File: src/rtl/march_bist_seq_pkg.sv
// Shared types for the March C- sequencer: element codes, op types, FSM states
// and the per-element direction/op-count table.
package march_bist_seq_pkg;

    // March element codes, also driven out as bist_mode
    localparam logic [2:0] MODE_W0       = 3'd0;  // up   w0
    localparam logic [2:0] MODE_R0W1_UP  = 3'd1;  // up   r0,w1
    localparam logic [2:0] MODE_R1W0_UP  = 3'd2;  // up   r1,w0
    localparam logic [2:0] MODE_R0W1_DN  = 3'd3;  // down r0,w1
    localparam logic [2:0] MODE_R1W0_DN  = 3'd4;  // down r1,w0
    localparam logic [2:0] MODE_R0_FINAL = 3'd5;  // up   r0

    typedef enum logic [1:0] {OP_W0, OP_W1, OP_R0, OP_R1} op_e;

    typedef enum logic [2:0] {StIdle, StRun, StDrain, StCheck, StDone} state_e;

    typedef struct packed {
        logic down;     // address sweep DEPTH-1..0
        logic two_ops;  // read then write at each address
    } elem_t;

    function automatic elem_t elem_info(logic [2:0] mode);
        elem_t e;
        case (mode)
            MODE_R0W1_UP, MODE_R1W0_UP: e = '{down: 1'b0, two_ops: 1'b1};
            MODE_R0W1_DN, MODE_R1W0_DN: e = '{down: 1'b1, two_ops: 1'b1};
            default:                    e = '{down: 1'b0, two_ops: 1'b0};
        endcase
        return e;
    endfunction

    // Operation issued for op slot 'second' of element 'mode'
    function automatic op_e elem_op(logic [2:0] mode, logic second);
        op_e op;
        case (mode)
            MODE_R0W1_UP, MODE_R0W1_DN: op = second ? OP_W1 : OP_R0;
            MODE_R1W0_UP, MODE_R1W0_DN: op = second ? OP_W0 : OP_R1;
            MODE_R0_FINAL:              op = OP_R0;
            default:                    op = OP_W0;
        endcase
        return op;
    endfunction

    function automatic logic op_is_read(op_e op);
        return (op == OP_R0) || (op == OP_R1);
    endfunction

    // Ops whose data is the inverted background
    function automatic logic op_is_one(op_e op);
        return (op == OP_W1) || (op == OP_R1);
    endfunction

endpackage

File: src/rtl/march_bist_seq_if.sv
// Bundle between the March sequencer, the BIST control, the memory datapath and
// the per-macro comparator.
interface march_bist_seq_if #(
    parameter int unsigned ADDR_W = 4
);
    logic              bist_start;
    logic              bist_abort;
    logic              bist_en;
    logic [2:0]        bist_mode;
    logic              cmp_en_n;
    logic [ADDR_W-1:0] mem_addr;
    logic [7:0]        mem_wdata;
    logic              mem_we;
    logic              mem_re;
    logic [7:0]        answer;
    logic              cmp_fail;
    logic              bist_busy;
    logic              bist_done;
    logic              bist_fail;
    logic [2:0]        fail_mode;

    // Sequencer side
    modport master (
        input  bist_start, bist_abort, cmp_fail,
        output bist_en, bist_mode, cmp_en_n, mem_addr, mem_wdata, mem_we, mem_re,
               answer, bist_busy, bist_done, bist_fail, fail_mode
    );

    // Control / memory / comparator side
    modport slave (
        output bist_start, bist_abort, cmp_fail,
        input  bist_en, bist_mode, cmp_en_n, mem_addr, mem_wdata, mem_we, mem_re,
               answer, bist_busy, bist_done, bist_fail, fail_mode
    );

endinterface

File: src/rtl/march_rd_pipe.sv
// Delays each read's expected data by RD_LAT cycles so it meets the returning
// read data at the comparator. Flush drops everything in flight.
module march_rd_pipe #(
    parameter int unsigned RD_LAT = 1
) (
    input  logic       clk_i,
    input  logic       rst_ni,
    input  logic       flush_i,
    input  logic       push_i,
    input  logic [7:0] data_i,
    output logic       cmp_en_n_o,
    output logic [7:0] answer_o
);

    logic [RD_LAT-1:0] vld_q;
    logic [7:0]        dat_q [RD_LAT];

    // Valid+data shift register, one stage per cycle of read latency
    always_ff @(posedge clk_i or negedge rst_ni) begin
        if (!rst_ni) begin
            vld_q <= '0;
            for (int i = 0; i < RD_LAT; i++) dat_q[i] <= '0;
        end else if (flush_i) begin
            vld_q <= '0;
            for (int i = 0; i < RD_LAT; i++) dat_q[i] <= '0;
        end else begin
            vld_q[0] <= push_i;
            dat_q[0] <= data_i;
            for (int i = 1; i < RD_LAT; i++) begin
                vld_q[i] <= vld_q[i-1];
                dat_q[i] <= dat_q[i-1];
            end
        end
    end

    assign cmp_en_n_o = ~vld_q[RD_LAT-1];
    assign answer_o   = dat_q[RD_LAT-1];

endmodule

File: src/rtl/march_bist_seq.sv
// March C- sequencer for one 8-bit SRAM macro: walks the six elements, keeps
// the comparator fed with aligned expected data and records the first failure.
module march_bist_seq
    import march_bist_seq_pkg::*;
#(
    parameter int unsigned ADDR_W  = 4,
    parameter int unsigned RD_LAT  = 1,
    parameter logic [7:0]  DATA_BG = 8'h00
) (
    input logic              CE,
    input logic              rstn,
    march_bist_seq_if.master bus
);

    localparam logic [ADDR_W-1:0] ADDR_MAX   = '1;
    localparam logic [1:0]        DRAIN_LAST = 2'(RD_LAT);

    state_e            state_q, state_d;
    logic [2:0]        mode_q, mode_d;
    logic [ADDR_W-1:0] addr_q, addr_d;
    logic              op_q, op_d;        // 0 = first op at this address, 1 = second
    logic [1:0]        drain_q, drain_d;
    logic              fail_q, fail_d;
    logic [2:0]        fail_mode_q, fail_mode_d;

    elem_t      elem;
    op_e        cur_op;
    logic       in_run, rd, wr, last_addr, last_op;
    logic [7:0] op_data;

    // Decode of the current element and op slot
    always_comb begin
        elem      = elem_info(mode_q);
        cur_op    = elem_op(mode_q, op_q);
        in_run    = (state_q == StRun);
        rd        = in_run & op_is_read(cur_op);
        wr        = in_run & ~op_is_read(cur_op);
        op_data   = op_is_one(cur_op) ? ~DATA_BG : DATA_BG;
        last_addr = elem.down ? (addr_q == '0) : (addr_q == ADDR_MAX);
        last_op   = ~elem.two_ops | op_q;
    end

    // Next-state logic; abort overrides everything but keeps the fail record
    always_comb begin
        state_d     = state_q;
        mode_d      = mode_q;
        addr_d      = addr_q;
        op_d        = op_q;
        drain_d     = drain_q;
        fail_d      = fail_q;
        fail_mode_d = fail_mode_q;
        unique case (state_q)
            StIdle, StDone: begin
                if (bus.bist_start) begin
                    state_d     = StRun;
                    mode_d      = MODE_W0;
                    addr_d      = '0;
                    op_d        = 1'b0;
                    fail_d      = 1'b0;
                    fail_mode_d = '0;
                end
            end
            StRun: begin
                if (last_op) begin
                    op_d = 1'b0;
                    if (last_addr) begin
                        state_d = StDrain;
                        drain_d = '0;
                    end else begin
                        addr_d = elem.down ? addr_q - 1'b1 : addr_q + 1'b1;
                    end
                end else begin
                    op_d = 1'b1;
                end
            end
            StDrain: begin
                // RD_LAT+1 cycles: last read reaches the comparator and is latched
                if (drain_q == DRAIN_LAST) state_d = StCheck;
                else                       drain_d = drain_q + 2'd1;
            end
            StCheck: begin
                if (bus.cmp_fail && !fail_q) fail_mode_d = mode_q;
                fail_d = fail_q | bus.cmp_fail;
                if (mode_q == MODE_R0_FINAL) begin
                    state_d = StDone;
                end else begin
                    state_d = StRun;
                    mode_d  = mode_q + 3'd1;
                    addr_d  = elem_info(mode_q + 3'd1).down ? ADDR_MAX : '0;
                    op_d    = 1'b0;
                end
            end
            default: state_d = StIdle;
        endcase
        if (bus.bist_abort) begin
            state_d     = StIdle;
            mode_d      = MODE_W0;
            addr_d      = '0;
            op_d        = 1'b0;
            drain_d     = '0;
            fail_d      = fail_q;
            fail_mode_d = fail_mode_q;
        end
    end

    // Sequencer state registers
    always_ff @(posedge CE or negedge rstn) begin
        if (!rstn) begin
            state_q     <= StIdle;
            mode_q      <= MODE_W0;
            addr_q      <= '0;
            op_q        <= 1'b0;
            drain_q     <= '0;
            fail_q      <= 1'b0;
            fail_mode_q <= '0;
        end else begin
            state_q     <= state_d;
            mode_q      <= mode_d;
            addr_q      <= addr_d;
            op_q        <= op_d;
            drain_q     <= drain_d;
            fail_q      <= fail_d;
            fail_mode_q <= fail_mode_d;
        end
    end

    march_rd_pipe #(
        .RD_LAT (RD_LAT)
    ) u_rd_pipe (
        .clk_i      (CE),
        .rst_ni     (rstn),
        .flush_i    (bus.bist_abort),
        .push_i     (rd),
        .data_i     (rd ? op_data : 8'h00),
        .cmp_en_n_o (bus.cmp_en_n),
        .answer_o   (bus.answer)
    );

    assign bus.bist_en   = (state_q != StIdle);
    assign bus.bist_busy = (state_q == StRun) || (state_q == StDrain) || (state_q == StCheck);
    assign bus.bist_done = (state_q == StDone);
    assign bus.bist_mode = mode_q;
    assign bus.mem_addr  = addr_q;
    assign bus.mem_we    = wr;
    assign bus.mem_re    = rd;
    assign bus.mem_wdata = wr ? op_data : 8'h00;
    assign bus.bist_fail = fail_q;
    assign bus.fail_mode = fail_mode_q;

endmodule

File: src/flat_wrapper.sv
// flat-port wrapper written by rule: the top's interface ports become plain ports
module march_bist_seq_flat import march_bist_seq_pkg::*;
#(
    parameter int unsigned ADDR_W  = 4,
    parameter int unsigned RD_LAT  = 1,
    parameter logic [7:0]  DATA_BG = 8'h00
)
  (CE, rstn, bus_bist_start, bus_bist_abort, bus_cmp_fail, bus_bist_en, bus_bist_mode, bus_cmp_en_n, bus_mem_addr, bus_mem_wdata, bus_mem_we, bus_mem_re, bus_answer, bus_bist_busy, bus_bist_done, bus_bist_fail, bus_fail_mode);
  march_bist_seq_if #(.ADDR_W(ADDR_W)) bus_i ();
  input logic CE;
  input logic rstn;
  input wire logic [$bits(bus_i.bist_start)-1:0] bus_bist_start;
  input wire logic [$bits(bus_i.bist_abort)-1:0] bus_bist_abort;
  input wire logic [$bits(bus_i.cmp_fail)-1:0] bus_cmp_fail;
  output wire logic [$bits(bus_i.bist_en)-1:0] bus_bist_en;
  output wire logic [$bits(bus_i.bist_mode)-1:0] bus_bist_mode;
  output wire logic [$bits(bus_i.cmp_en_n)-1:0] bus_cmp_en_n;
  output wire logic [$bits(bus_i.mem_addr)-1:0] bus_mem_addr;
  output wire logic [$bits(bus_i.mem_wdata)-1:0] bus_mem_wdata;
  output wire logic [$bits(bus_i.mem_we)-1:0] bus_mem_we;
  output wire logic [$bits(bus_i.mem_re)-1:0] bus_mem_re;
  output wire logic [$bits(bus_i.answer)-1:0] bus_answer;
  output wire logic [$bits(bus_i.bist_busy)-1:0] bus_bist_busy;
  output wire logic [$bits(bus_i.bist_done)-1:0] bus_bist_done;
  output wire logic [$bits(bus_i.bist_fail)-1:0] bus_bist_fail;
  output wire logic [$bits(bus_i.fail_mode)-1:0] bus_fail_mode;
  assign bus_i.bist_start = bus_bist_start;
  assign bus_i.bist_abort = bus_bist_abort;
  assign bus_i.cmp_fail = bus_cmp_fail;
  assign bus_bist_en = bus_i.bist_en;
  assign bus_bist_mode = bus_i.bist_mode;
  assign bus_cmp_en_n = bus_i.cmp_en_n;
  assign bus_mem_addr = bus_i.mem_addr;
  assign bus_mem_wdata = bus_i.mem_wdata;
  assign bus_mem_we = bus_i.mem_we;
  assign bus_mem_re = bus_i.mem_re;
  assign bus_answer = bus_i.answer;
  assign bus_bist_busy = bus_i.bist_busy;
  assign bus_bist_done = bus_i.bist_done;
  assign bus_bist_fail = bus_i.bist_fail;
  assign bus_fail_mode = bus_i.fail_mode;
  march_bist_seq #(.ADDR_W(ADDR_W), .RD_LAT(RD_LAT), .DATA_BG(DATA_BG)) u_core (.CE(CE), .rstn(rstn), .bus(bus_i));
endmodule
File: config.mk
export PLATFORM = sky130hd
export DESIGN_NAME = march_bist_seq_flat
export DESIGN_NICKNAME = d
export VERILOG_FILES = /design/src/rtl/march_bist_seq_pkg.sv /design/src/rtl/march_bist_seq_if.sv /design/src/rtl/march_rd_pipe.sv /design/src/rtl/march_bist_seq.sv /design/src/flat_wrapper.sv
export SDC_FILE = /design/constraint.sdc
export NUM_CORES = 1
export LEC_CHECK = 0
export ABC_AREA = 1
export CAP_MARGIN = 20
export CORE_MARGIN = 3
export CORE_UTILIZATION = 52
export DETAILED_ROUTE_END_ITERATION = 6
export HOLD_SLACK_MARGIN = 0.15
export PLACE_DENSITY = 0.84
export SYNTH_ARGS = -nofsm -noshare
export SYNTH_HDL_FRONTEND = slang
export SYNTH_SLANG_ARGS = --single-unit
File: constraint.sdc
create_clock -name CE -period 5.25 [get_ports CE]
set_input_delay 1.05 -clock CE [delete_from_list [all_inputs] [get_ports CE]]
set_output_delay 1.05 -clock CE [all_outputs]
set_load 0.005 [all_outputs]
==> impl_results.html <==
<table>
<tr><th>Metric</th><th>Value</th></tr>
<tr><th colspan="2">Status</th></tr>
<tr><td>Status</td><td>finished, final reports clean</td></tr>
<tr><th colspan="2">Placed design</th></tr>
<tr><td>Weighted congestion reported at the end of routability-driven placement</td><td>0.8962</td></tr>
<tr><td>Final HPWL DP</td><td>2313 um</td></tr>
<tr><td>Port bufs</td><td>37</td></tr>
<tr><th colspan="2">Timing</th></tr>
<tr><td>Clock skew</td><td>0.007690 ns</td></tr>
<tr><td>Shortest clock period the worst path allows after layout</td><td>3.757 ns</td></tr>
<tr><td>Setup repair after global routing missed its margin</td><td>no</td></tr>
<tr><td>Final setup violation count</td><td>0</td></tr>
<tr><td>Hold Violations, Final</td><td>0</td></tr>
<tr><td>Final Max Tran Viols</td><td>0</td></tr>
<tr><td>Transition at the pin with the smallest max-transition slack</td><td>0.8408 ns</td></tr>
<tr><td>Setup TNS</td><td>0 ns</td></tr>
<tr><td>Worst hold slack</td><td>0.5195 ns</td></tr>
<tr><td>Timing-limited maximum frequency</td><td>266.2 MHz</td></tr>
<tr><td>Worst slew margin</td><td>43.77%</td></tr>
<tr><td>Tcrit/Tclk final</td><td>71.57%</td></tr>
<tr><th colspan="2">Critical path</th></tr>
<tr><td>Slowest Stage Delay on Critical Path</td><td>0.63 ns</td></tr>
<tr><td>Critical Path Sink Type</td><td>primary output</td></tr>
<tr><td>Startpoint type of the worst setup path</td><td>register</td></tr>
<tr><td>Crit path required time</td><td>4.20 ns</td></tr>
<tr><td>Reg2Reg Setup Slack</td><td>3.28 ns</td></tr>
<tr><td>CP max-delay cell</td><td>sky130_fd_sc_hd__clkdlybuf4s50_1</td></tr>
<tr><td>Worst reg2reg path endpoint</td><td>u_core.bus.mem_addr[3]</td></tr>
<tr><td>CP Data Arrival Time</td><td>2.71 ns</td></tr>
<tr><td>WP buf/inv</td><td>2</td></tr>
<tr><td>Cell depth of the worst flop-to-flop path</td><td>14</td></tr>
<tr><td>Critical path type</td><td>reg2out</td></tr>
<tr><td>Reg-to-reg critical path startpoint</td><td>u_core.bus.bist_mode[0]</td></tr>
<tr><td>Cell class contributing the biggest share of worst-path delay</td><td>simple AND/OR/NAND/NOR gates</td></tr>
<tr><td>Logic depth of the worst path, buffers included</td><td>8</td></tr>
<tr><td>Sequence of cells on the critical path</td><td>ha_1, ha_1, inv_1, nand2_1, nand2_1, nand3_1, nor3_1, clkdlybuf4s50_1</td></tr>
<tr><td>Critical path fanouts, max</td><td>8</td></tr>
<tr><th colspan="2">Clock tree</th></tr>
<tr><td>CTS Root Cell</td><td>sky130_fd_sc_hd__clkbuf_4</td></tr>
<tr><td>CTS buffer count</td><td>3</td></tr>
<tr><td>Post-CTS Hold Fix Bufs</td><td>0</td></tr>
<tr><td>Later-pin clock latency in the skew report</td><td>0.30 ns</td></tr>
<tr><td>Number of setup buffers added after CTS</td><td>0</td></tr>
<tr><td>Number of gates resized after CTS</td><td>0</td></tr>
<tr><td>Clock tree buffer depth</td><td>2</td></tr>
<tr><td>CTS tree</td><td>built</td></tr>
<tr><td>Clock-pin slew of the registers on the worst-case setup and hold paths</td><td>0.10 ns</td></tr>
<tr><td>Level count of the clock H-tree</td><td>1</td></tr>
<tr><td>CTS Sinks</td><td>19</td></tr>
<tr><th colspan="2">Floorplan</th></tr>
<tr><td>Width of the die</td><td>58.81 um</td></tr>
<tr><td>Number of I/O pins</td><td>38</td></tr>
<tr><td>Starting density of the core</td><td>56.48%</td></tr>
<tr><td>Die Span Y</td><td>58.81 um</td></tr>
<tr><td>Die outline area</td><td>0.003459 sq mm</td></tr>
<tr><td>Num rows</td><td>18</td></tr>
<tr><td>Core region area</td><td>0.002567 sq mm</td></tr>
<tr><th colspan="2">Route</th></tr>
<tr><td>Vias per inst</td><td>5.019</td></tr>
<tr><td>Wire length per cell</td><td>11.02 um</td></tr>
<tr><td>Total DRC errors in the routed layout</td><td>0</td></tr>
<tr><td>Remaining antenna violation count</td><td>0</td></tr>
<tr><td>Total length of routed wires</td><td>2853 um</td></tr>
<tr><td>Number of DRC markers in iteration 0</td><td>31</td></tr>
<tr><td>Vias</td><td>1300</td></tr>
<tr><td>DRT Pass-1 Iters</td><td>4</td></tr>
<tr><th colspan="2">Power</th></tr>
<tr><td>Max IR drop VDD</td><td>0.0002244 V</td></tr>
<tr><td>Cell Pwr Density</td><td>283.4 mW/mm^2</td></tr>
<tr><td>Leakage power</td><td>0.0009327 uW</td></tr>
<tr><th colspan="2">Synthesis</th></tr>
<tr><td>Number of distinct standard cells referenced by the synthesized netlist</td><td>23</td></tr>
<tr><td>Number of flops mapped to enable cells by yosys</td><td>0</td></tr>
<tr><td>Net count of the mapped netlist</td><td>217</td></tr>
<tr><td>Synth Instances</td><td>202</td></tr>
<tr><td>Asr flop ratio synth</td><td>100.0%</td></tr>
<tr><td>Predominant post-synthesis flop cell</td><td>sky130_fd_sc_hd__dfrtp_1</td></tr>
<tr><td>Library cell occupying the most area in the post-synthesis netlist</td><td>sky130_fd_sc_hd__dfrtp_1</td></tr>
<tr><td>Proportion of synthesized chip area in sequential cells</td><td>32.79%</td></tr>
<tr><td>Total of warnings raised by yosys</td><td>0</td></tr>
<tr><td>Fraction of synthesized cell area taken by the top area cell type</td><td>32.79%</td></tr>
<tr><td>Count of state elements after synthesis</td><td>19</td></tr>
<tr><td>Avg Synthesized Cell Area</td><td>7.179 sq um</td></tr>
<tr><td>Leading post-synthesis cells by cell area</td><td>sky130_fd_sc_hd__dfrtp_1 (33%), sky130_fd_sc_hd__nand2_1 (14%), sky130_fd_sc_hd__ha_1 (8.6%), sky130_fd_sc_hd__inv_1 (8.0%), sky130_fd_sc_hd__buf_4 (7.2%)</td></tr>
<tr><td>Synthesized cell area</td><td>0.001450 sq mm</td></tr>
<tr><td>Cell with the most instances after synthesis</td><td>sky130_fd_sc_hd__nand2_1</td></tr>
<tr><td>Synth top cells by count</td><td>sky130_fd_sc_hd__nand2_1 (54), sky130_fd_sc_hd__inv_1 (31), sky130_fd_sc_hd__dfrtp_1 (19)</td></tr>
<tr><th colspan="2">Global routing</th></tr>
<tr><td>Maximum number of pins on one net before global-route repair</td><td>20</td></tr>
<tr><td>Grt total ovfl</td><td>0</td></tr>
<tr><td>Global-route wire length before repair</td><td>5037 um</td></tr>
<tr><td>GR Util All Layers</td><td>18.48%</td></tr>
<tr><td>Vias in the first global route</td><td>1237</td></tr>
<tr><td>Number of antenna violations at the first check in global routing</td><td>0</td></tr>
<tr><th colspan="2">Min path</th></tr>
<tr><td>Destination of the worst hold path</td><td>u_core.drain_q[1]</td></tr>
<tr><td>Worst min-delay path startpoint</td><td>u_core.drain_q[1]</td></tr>
<tr><td>Hold WC Path Type</td><td>reg2reg</td></tr>
<tr><td>Hold depth</td><td>2</td></tr>
<tr><th colspan="2">Run</th></tr>
<tr><td>Number of max-cap violations</td><td>0</td></tr>
<tr><th colspan="2">Final layout</th></tr>
<tr><td>Number of fillers in the final layout</td><td>240</td></tr>
<tr><td>Fraction of layout instances using a drive strength above 1</td><td>8.297%</td></tr>
<tr><td># nets final</td><td>245</td></tr>
<tr><td>N_diodes</td><td>0</td></tr>
<tr><td>Area growth from synthesis to layout</td><td>22.69%</td></tr>
</table>
[worst min-delay path: cells and delay by family, from the launching register on]
family,cells,cell delay [ns]
AND/OR/NAND/NOR,1,0.05
flip-flops,1,0.36
AO/OA/AOI/OAI,1,0.07
[report_power, final]
| part | total [uW] | switching (uW) | leakage [uW] | internal, uW |
|---|---|---|---|---|
| clock | 75.8 | 46.1 | 0.0000150 | 29.7 |
| sequential | 186 | 21.0 | 0.000261 | 165 |
| combinational | 243 | 144 | 0.000657 | 98.6 |
[flip-flops by register name (all words and copies together), names as in the netlist]
register                   flops
u_core.bus.mem_addr            4
u_core.bus.bist_mode           3
u_core.bus.fail_mode           3
u_core.state_q                 3
u_core.drain_q                 2
u_core.bus.bist_fail           1
u_core.op_q                    1
u_core.u_rd_pipe.answer_o      1
u_core.u_rd_pipe.vld_q         1
[kinds of logic after synthesis]
family | after synthesis | synth area share, %
AOI/OAI and AO/OA | 24 | 9.232
adders and majority gates | 10 | 8.628
DFF | 19 | 32.79
and+or+nand+nor | 100 | 32.70
buffers and inverters | 48 | 16.05
xor gates and xnor gates | 1 | 0.6041
[area by class of cell]
cell class	instances	area [sq um]	area share (%)
Clock buffer	4	26.28	1.477
Timing Repair Buffer	37	370.4	20.82
Multi-Input combinational cell	135	742.0	41.70
Tap cell	30	37.54	2.110
Inverter	34	127.6	7.173
Sequential cell	19	475.5	26.72
[per-stage QoR]
step	cells	worst slack [ns]	area, sq um	util (%)	total power, uW
floorplan	202	2.337	1450	-	342.2
finish	259	1.493	1779	69.30	504.3
CTS	259	1.434	1779	69.30	510.9
global route	259	1.233	1779	69.30	550.1
global placement	255	1.931	1753	68.27	430.0
detailed placement	255	1.761	1753	68.27	432.8
[per-layer routing]
layer  vias to the layer above  global-route usage [%]  routed length (um)
li1                        676                       -                   -
met1                       583                   23.32                1254
met2                        39                   32.81                1409
met3                         2                   3.947                 176
met4                         0                   2.913                  12
met5                         -                       0                   0
[worst max path at each step]
stage                       startpoint                to  slack (ns)
2_1_floorplan  u_core.bus.bist_mode[0]  bus_mem_wdata[1]        2.34
3_3_place_gp   u_core.bus.bist_mode[0]  bus_mem_wdata[4]        1.93
3_5_place_dp   u_core.bus.bist_mode[0]  bus_mem_wdata[7]        1.76
4_1_cts        u_core.bus.bist_mode[0]  bus_mem_wdata[7]        1.43
5_1_grt        u_core.bus.bist_mode[0]  bus_mem_wdata[4]        1.23
6_report       u_core.bus.bist_mode[0]  bus_mem_wdata[7]        1.49
[cell usage in the layout (no fill, tap or decap), drive strengths merged]
cell | Yosys | final
and2 | 1 | 1
xnor2 | 1 | 1
clkdlybuf4s50 | 0 | 37
clkbuf | 0 | 4
a21oi | 2 | 2
o22ai | 3 | 3
nor2 | 16 | 16
inv | 34 | 34
nand2 | 59 | 59
nand3 | 18 | 18
o21ai | 15 | 15
o211ai | 3 | 3
ha | 10 | 10
a21boi | 1 | 1
or2 | 1 | 1
nor3 | 5 | 5
dfrtp | 19 | 19
Note: power is estimated with default switching activity, not from simulation.
